<file path="src/rtl/tdc_readout_ctrl.sv">
// tdc_readout_ctrl
//   Readout sequencer for the TDC fine-time path. On an accepted hit it
//   captures the 32-bit delay-line thermometer code and the free-running
//   coarse counter. It converts the code to a 6-bit fine count by serial
//   popcount, one byte per cycle over four cycles. It then pushes
//   {coarse, fine} into a small FIFO that is drained through valid/ready.
//
// Parameters
//   COARSE_WIDTH  coarse counter width (default 8)
//   FIFO_DEPTH    output FIFO entries, power of 2, >= 2 (default 4)
//
// Ports
//   clk          system clock, rising edge
//   rst          synchronous active-high reset
//   en           acquisition enable
//   hit          one-cycle hit strobe, thermo valid in the same cycle
//   thermo       sampled thermometer code
//   data_out     FIFO head: [COARSE_WIDTH+5:6] coarse, [5:0] fine
//   data_valid   FIFO not empty
//   data_ready   consumer accepts data_out
//   busy         registered, high while in ENCODE or WRITE
//   fifo_full    FIFO holds FIFO_DEPTH words
//   dropped_cnt  saturating count of lost hits (only with TDC_DROP_CNT_EN)
//
// Build option
//   TDC_DROP_CNT_EN : when defined, adds the dropped_cnt port and counter.

module tdc_readout_ctrl #(
  parameter int COARSE_WIDTH = 8,
  parameter int FIFO_DEPTH   = 4
) (
  input  logic                    clk,
  input  logic                    rst,
  input  logic                    en,
  input  logic                    hit,
  input  logic [31:0]             thermo,
  output logic [COARSE_WIDTH+5:0] data_out,
  output logic                    data_valid,
  input  logic                    data_ready,
  output logic                    busy,
  output logic                    fifo_full
`ifdef TDC_DROP_CNT_EN
  ,
  output logic [7:0]              dropped_cnt
`endif
);

  localparam int DW = COARSE_WIDTH + 6;
  localparam int PW = $clog2(FIFO_DEPTH);
  localparam logic [PW:0] FULL_CNT = FIFO_DEPTH[PW:0];

  typedef enum logic [1:0] {
    S_IDLE   = 2'd0,
    S_ARMED  = 2'd1,
    S_ENCODE = 2'd2,
    S_WRITE  = 2'd3
  } state_t;

  state_t                  r_state;
  state_t                  w_state_next;
  logic                    r_busy;
  logic                    w_busy_next;

  logic [COARSE_WIDTH-1:0] r_coarse;
  logic [COARSE_WIDTH-1:0] r_coarse_q;
  logic [31:0]             r_thermo_q;
  logic [5:0]              r_acc;
  logic [1:0]              r_step;

  logic [DW-1:0]           r_mem [FIFO_DEPTH];
  logic [PW-1:0]           r_wr_ptr;
  logic [PW-1:0]           r_rd_ptr;
  logic [PW:0]             r_count;

  logic                    w_accept_hit;
  logic                    w_pop;
  logic                    w_push;
  logic [7:0]              w_byte;
  logic [3:0]              w_byte_ones;

  function automatic logic [3:0] popcount8(input logic [7:0] b);
    logic [3:0] c;
    c = '0;
    for (int unsigned i = 0; i < 8; i++) begin
      c = c + {3'b000, b[i]};
    end
    return c;
  endfunction

  // ---------------------------------------------------------------------
  // FSM: state register
  // ---------------------------------------------------------------------
  always_ff @(posedge clk) begin
    if (rst) begin
      r_state <= S_IDLE;
      r_busy  <= 1'b0;
    end else begin
      r_state <= w_state_next;
      r_busy  <= w_busy_next;
    end
  end

  // ---------------------------------------------------------------------
  // FSM: next-state logic
  // ---------------------------------------------------------------------
  always_comb begin
    w_state_next = r_state;
    case (r_state)
      S_IDLE:   if (en) w_state_next = S_ARMED;
      // Dropping en wins over a coincident hit.
      S_ARMED:  if (!en) w_state_next = S_IDLE;
                else if (hit) w_state_next = S_ENCODE;
      S_ENCODE: if (r_step == 2'd3) w_state_next = S_WRITE;
      S_WRITE:  w_state_next = en ? S_ARMED : S_IDLE;
      default:  w_state_next = S_IDLE;
    endcase
  end

  // ---------------------------------------------------------------------
  // FSM: outputs / control strobes
  // ---------------------------------------------------------------------
  always_comb begin
    w_busy_next  = (w_state_next == S_ENCODE) || (w_state_next == S_WRITE);
    w_accept_hit = (r_state == S_ARMED) && en && hit;
    w_pop        = data_valid && data_ready;
    // A full FIFO still takes the word when a pop frees a slot this cycle.
    w_push       = (r_state == S_WRITE) && (!fifo_full || w_pop);
    w_byte       = r_thermo_q[{r_step, 3'b000} +: 8];
    w_byte_ones  = popcount8(w_byte);
  end

  // ---------------------------------------------------------------------
  // Coarse counter and conversion datapath
  // ---------------------------------------------------------------------
  always_ff @(posedge clk) begin
    if (rst) begin
      r_coarse   <= '0;
      r_coarse_q <= '0;
      r_thermo_q <= '0;
      r_acc      <= '0;
      r_step     <= '0;
    end else begin
      // Zero both while sitting in IDLE and on the edge that enters it,
      // so the first ARMED cycle always starts counting from 0.
      if ((r_state == S_IDLE) || (w_state_next == S_IDLE)) begin
        r_coarse <= '0;
      end else begin
        r_coarse <= r_coarse + 1'b1;
      end

      if (w_accept_hit) begin
        r_thermo_q <= thermo;
        r_coarse_q <= r_coarse;
        r_acc      <= '0;
        r_step     <= '0;
      end else if (r_state == S_ENCODE) begin
        r_acc  <= r_acc + {2'b00, w_byte_ones};
        r_step <= r_step + 1'b1;
      end
    end
  end

  // ---------------------------------------------------------------------
  // Output FIFO
  // ---------------------------------------------------------------------
  always_ff @(posedge clk) begin
    if (w_push) begin
      r_mem[r_wr_ptr] <= {r_coarse_q, r_acc};
    end
  end

  always_ff @(posedge clk) begin
    if (rst) begin
      r_wr_ptr <= '0;
      r_rd_ptr <= '0;
      r_count  <= '0;
    end else begin
      if (w_push) r_wr_ptr <= r_wr_ptr + 1'b1;
      if (w_pop)  r_rd_ptr <= r_rd_ptr + 1'b1;
      case ({w_push, w_pop})
        2'b10:   r_count <= r_count + 1'b1;
        2'b01:   r_count <= r_count - 1'b1;
        default: r_count <= r_count;
      endcase
    end
  end

  assign data_valid = (r_count != '0);
  assign fifo_full  = (r_count == FULL_CNT);
  // Storage is not reset, so the head is forced to zero while empty.
  assign data_out   = data_valid ? r_mem[r_rd_ptr] : '0;
  assign busy       = r_busy;

`ifdef TDC_DROP_CNT_EN
  // ---------------------------------------------------------------------
  // Lost-hit counter: ignored hits plus discarded writes, saturating
  // ---------------------------------------------------------------------
  logic [7:0] r_dropped;
  logic       w_drop_hit;
  logic       w_drop_write;
  logic [8:0] w_drop_sum;

  always_comb begin
    w_drop_hit   = hit && ((r_state == S_ENCODE) || (r_state == S_WRITE));
    w_drop_write = (r_state == S_WRITE) && !w_push;
    w_drop_sum   = {1'b0, r_dropped} + {8'd0, w_drop_hit} + {8'd0, w_drop_write};
  end

  always_ff @(posedge clk) begin
    if (rst) begin
      r_dropped <= '0;
    end else begin
      r_dropped <= (w_drop_sum > 9'd255) ? 8'hFF : w_drop_sum[7:0];
    end
  end

  assign dropped_cnt = r_dropped;
`endif

endmodule
</file>
<file path="config.mk">
export PLATFORM = sky130hd
export DESIGN_NAME = tdc_readout_ctrl
export DESIGN_NICKNAME = d
export VERILOG_FILES = /design/src/rtl/tdc_readout_ctrl.sv
export SDC_FILE = /design/constraint.sdc
export NUM_CORES = 1
export LEC_CHECK = 0
export ABC_AREA = 1
export CORE_MARGIN = 3
export CORE_UTILIZATION = 30
export CTS_CLUSTER_DIAMETER = 120
export CTS_CLUSTER_SIZE = 16
export DETAILED_ROUTE_END_ITERATION = 8
export GPL_TIMING_DRIVEN = 0
export MAX_ROUTING_LAYER = met4
export PLACE_DENSITY = 0.59
export SLEW_MARGIN = 40
export SYNTH_ARGS = -nofsm -noshare
export SYNTH_HDL_FRONTEND = slang
export SYNTH_SLANG_ARGS = --single-unit
</file>
<file path="constraint.sdc">
create_clock -name clk -period 5.35 [get_ports clk]
set_input_delay 0.535 -clock clk [delete_from_list [all_inputs] [get_ports clk]]
set_output_delay 0.535 -clock clk [all_outputs]
set_load 0.02 [all_outputs]
</file>
==> out/qor.txt <==
unrepaired setup endpoints after global routing: no
Slowest-stage cell, CP: fa_1
HP Class: reg2reg
antenna violations before repair: 0
clk_skew: 0.0155 ns
top-count cell post-synth: nor2_1
critical path, cell by cell: inv_1 > clkbuf_1 > a21oi_1 > a32o_1 > fa_1 > inv_1 > fa_1 > inv_1 > fa_1 > inv_1 > fa_1 > inv_1 > fa_1 > or2_2 > a21oi_1
final-report hold violation count: 0
Primary FF master, synth: dfxtp_1
H-tree levels: 4
crit-path max cell delay: 0.54 ns
final core utilization: 40.2%
area of the multi-input gates: 0.00198 sq mm
count of clock tree sinks: 124
Max-Cap Viols: 0
# Post-CTS Setup Buffers: 0
GRT overflow: 0
Top Ports: 54
Seq cells post-synth: 124
Setup violations, final: 0
final WL: 12.2 mm
peak supply drop: 0.250 mV
Synth Cell Area: 0.00530 sq mm
worst hold slack: 0.455 ns
Initial DRC Count: 271
register area: 0.00304 sq mm
Slew @ Worst Pin: 0.774 ns
kind of critical path: reg2reg
Max-slew headroom: 48.4%
Layout Nets: 705
IO Port Bufs: 53
metal3 WL: 542 um
asr flop ratio synth: 0%
CTS tree: built
vias in the first global route: 4,063
Initial Util: 31.3%
Mapped Cells: 578
Max clock buf depth: 2
GRT Overall Usage: 13.2%
1st-pass router iterations: 4
top layer in use: met4
post-DP HPWL: 8.82 mm
Avg Cell Area, Syn: 9.17 sq um
Root Buffer: clkbuf_16
Worst Path Required: 5.69 ns
synth warn: 0
Max Slew Vio Count: 0
top cells by count, synth: nor2_1 (153), o21ai_0 (83), dfxtp_1 (68)
sequential fraction of the synthesis area: 57.4%
drt wl/cell: 13.8 um
Leak: 0.00256 uW
chip height: 139 um
share of layout cells above drive strength 1: 9.95%
Non-Filler Instances: 883
Syn Nets: 633
CP Capture Type: flop
Total Power: 2670 uW
share of the synthesized area in the top cell type: 31.7%
Std-Cell Rows: 47
fin crit share: 81.4%
Residual DRC: 0
Fmax: 230 MHz
delay-heaviest family, CP: adder cells
area leader, netlist: edfxtp_1
Area growth, synth to finish: 28.3%
gpl congestion: 0.856
Hold-fix buffers, CTS: 0
CP arrival: 4.70 ns
largest net degree at the start of global routing: 17
Die X: 139 um
Antenna Diode Count: 0
CTS Buf Count: 17
Post-Route Setup TNS: 0 ns
placed insts: 851
Avg Vias per Cell: 4.63
clk_lat worst skew: 0.41 ns
status: finished, final reports clean
first-pass GRT wire length: 19.7 mm
met2 wire length: 5.73 mm
critical path startpoint category: flop
PostCTS Resize Cnt: 0
CTS clk-pin slew, worst paths: 0.05 ns
post-route ant nets: 0
area of the core: 0.0169 sq mm
area of the die: 0.0193 sq mm
Post-synth EDFFs: 56
met1 WL: 5.83 mm
filler instances: 1,681
unique cell type count in the Yosys netlist: 36
Synth area leaders: edfxtp_1 (32%), dfxtp_1 (26%), nor2_1 (11%)
vias post-DR: 4,086
pwr dens: 392 mW/mm^2
final worst path period need: 4.36 ns
worst path bufs/invs: 6
critical path peak fanout: 10
[flip-flops by register name, summed over array words and instances (netlist names), named ones only]
register and flops:
busy 1, r_acc 6, r_coarse 8, r_coarse_q 8, r_count 3, r_mem 56, r_rd_ptr 2, r_state 2
r_step 2, r_thermo_q 32, r_wr_ptr 2
[routing by layer]
layer	vias up	GRT usage [%]
met5	-	-
met4	0	4.33
met3	10	3.17
met2	99	20.8
met1	1897	16.9
li1	2080	-
[logic make-up (layout without fill, tap and decap cells)]
| kind of cell | Yosys count | after routing | share of synthesized area, % |
|---|---|---|---|
| DFF | 124 | 124 | 57.4 |
| buffers and inverters | 71 | 156 | 5.80 |
| adders and majority gates | 18 | 18 | 5.10 |
| and+or+nand+nor | 221 | 221 | 17.1 |
| AOI/OAI and AO/OA | 142 | 142 | 14.3 |
| xor gates and xnor gates | 2 | 2 | 0.330 |
[cell usage in the layout (no fill, tap or decap), types with 2 or more instances in the layout]
| cell | instances |
|---|---|
| buf_2 | 6 |
| nand2_2 | 4 |
| nand2_4 | 2 |
| ha_1 | 12 |
| nor2_2 | 5 |
| buf_4 | 7 |
| nand4_1 | 2 |
| clkbuf_2 | 2 |
| o21ai_1 | 5 |
| edfxtp_1 | 56 |
| clkdlybuf4s50_1 | 53 |
| a21oi_1 | 41 |
| nand3_2 | 2 |
| inv_2 | 5 |
| xor2_1 | 2 |
| clkbuf_8 | 3 |
| bufinv_16 | 6 |
| o21ai_0 | 83 |
| or2_0 | 2 |
| dfxtp_1 | 68 |
| nor2_1 | 149 |
| nand3_1 | 9 |
| nor2_4 | 3 |
| inv_1 | 39 |
| fa_1 | 6 |
| nand2_1 | 40 |
| o22ai_1 | 4 |
| clkbuf_16 | 17 |
| clkbuf_1 | 14 |
| a32o_1 | 4 |
[metrics by stage]
| stage | area, sq um | setup slack, ns |
|---|---|---|
| final | 6800 | 0.994 |
| after global routing | 6800 | 0.751 |
| after CTS | 6790 | 0.980 |
| after detailed placement | 6120 | 1.08 |
| after global placement | 6110 | 1.09 |
| after floorplan | 5300 | 1.36 |
[path summary, 6_finish.rpt]
kind,startpoint,endpoint,slack [ns],depth (start not counted)
max,r_step[1],r_acc[1],0.99,15
min,r_coarse[0],r_coarse[0],0.46,1
max reg2reg,r_step[1],r_acc[1],0.99,15
min reg2reg,r_coarse[0],r_coarse[0],0.46,1
[final cells by class]
type | instances | share of cell area (%)
Sequential cell | 124 | 44.7
Multi-Input combinational cell | 383 | 29.1
Timing Repair Buffer | 53 | 7.80
Clock buffer | 25 | 7.13
Tap cell | 220 | 4.05
Clock inverter | 7 | 2.72
Inverter | 46 | 2.61
Buffer | 25 | 1.91
[power breakdown]
part | internal (uW) | switching, uW | total, uW | leakage (uW)
logic | 135 | 205 | 340 | 0.00116
registers | 1010 | 22.2 | 1040 | 0.00108
clock network | 910 | 382 | 1290 | 0.000326
total | 2060 | 610 | 2670 | 0.00256
Note: power is estimated with default switching activity, not from simulation.
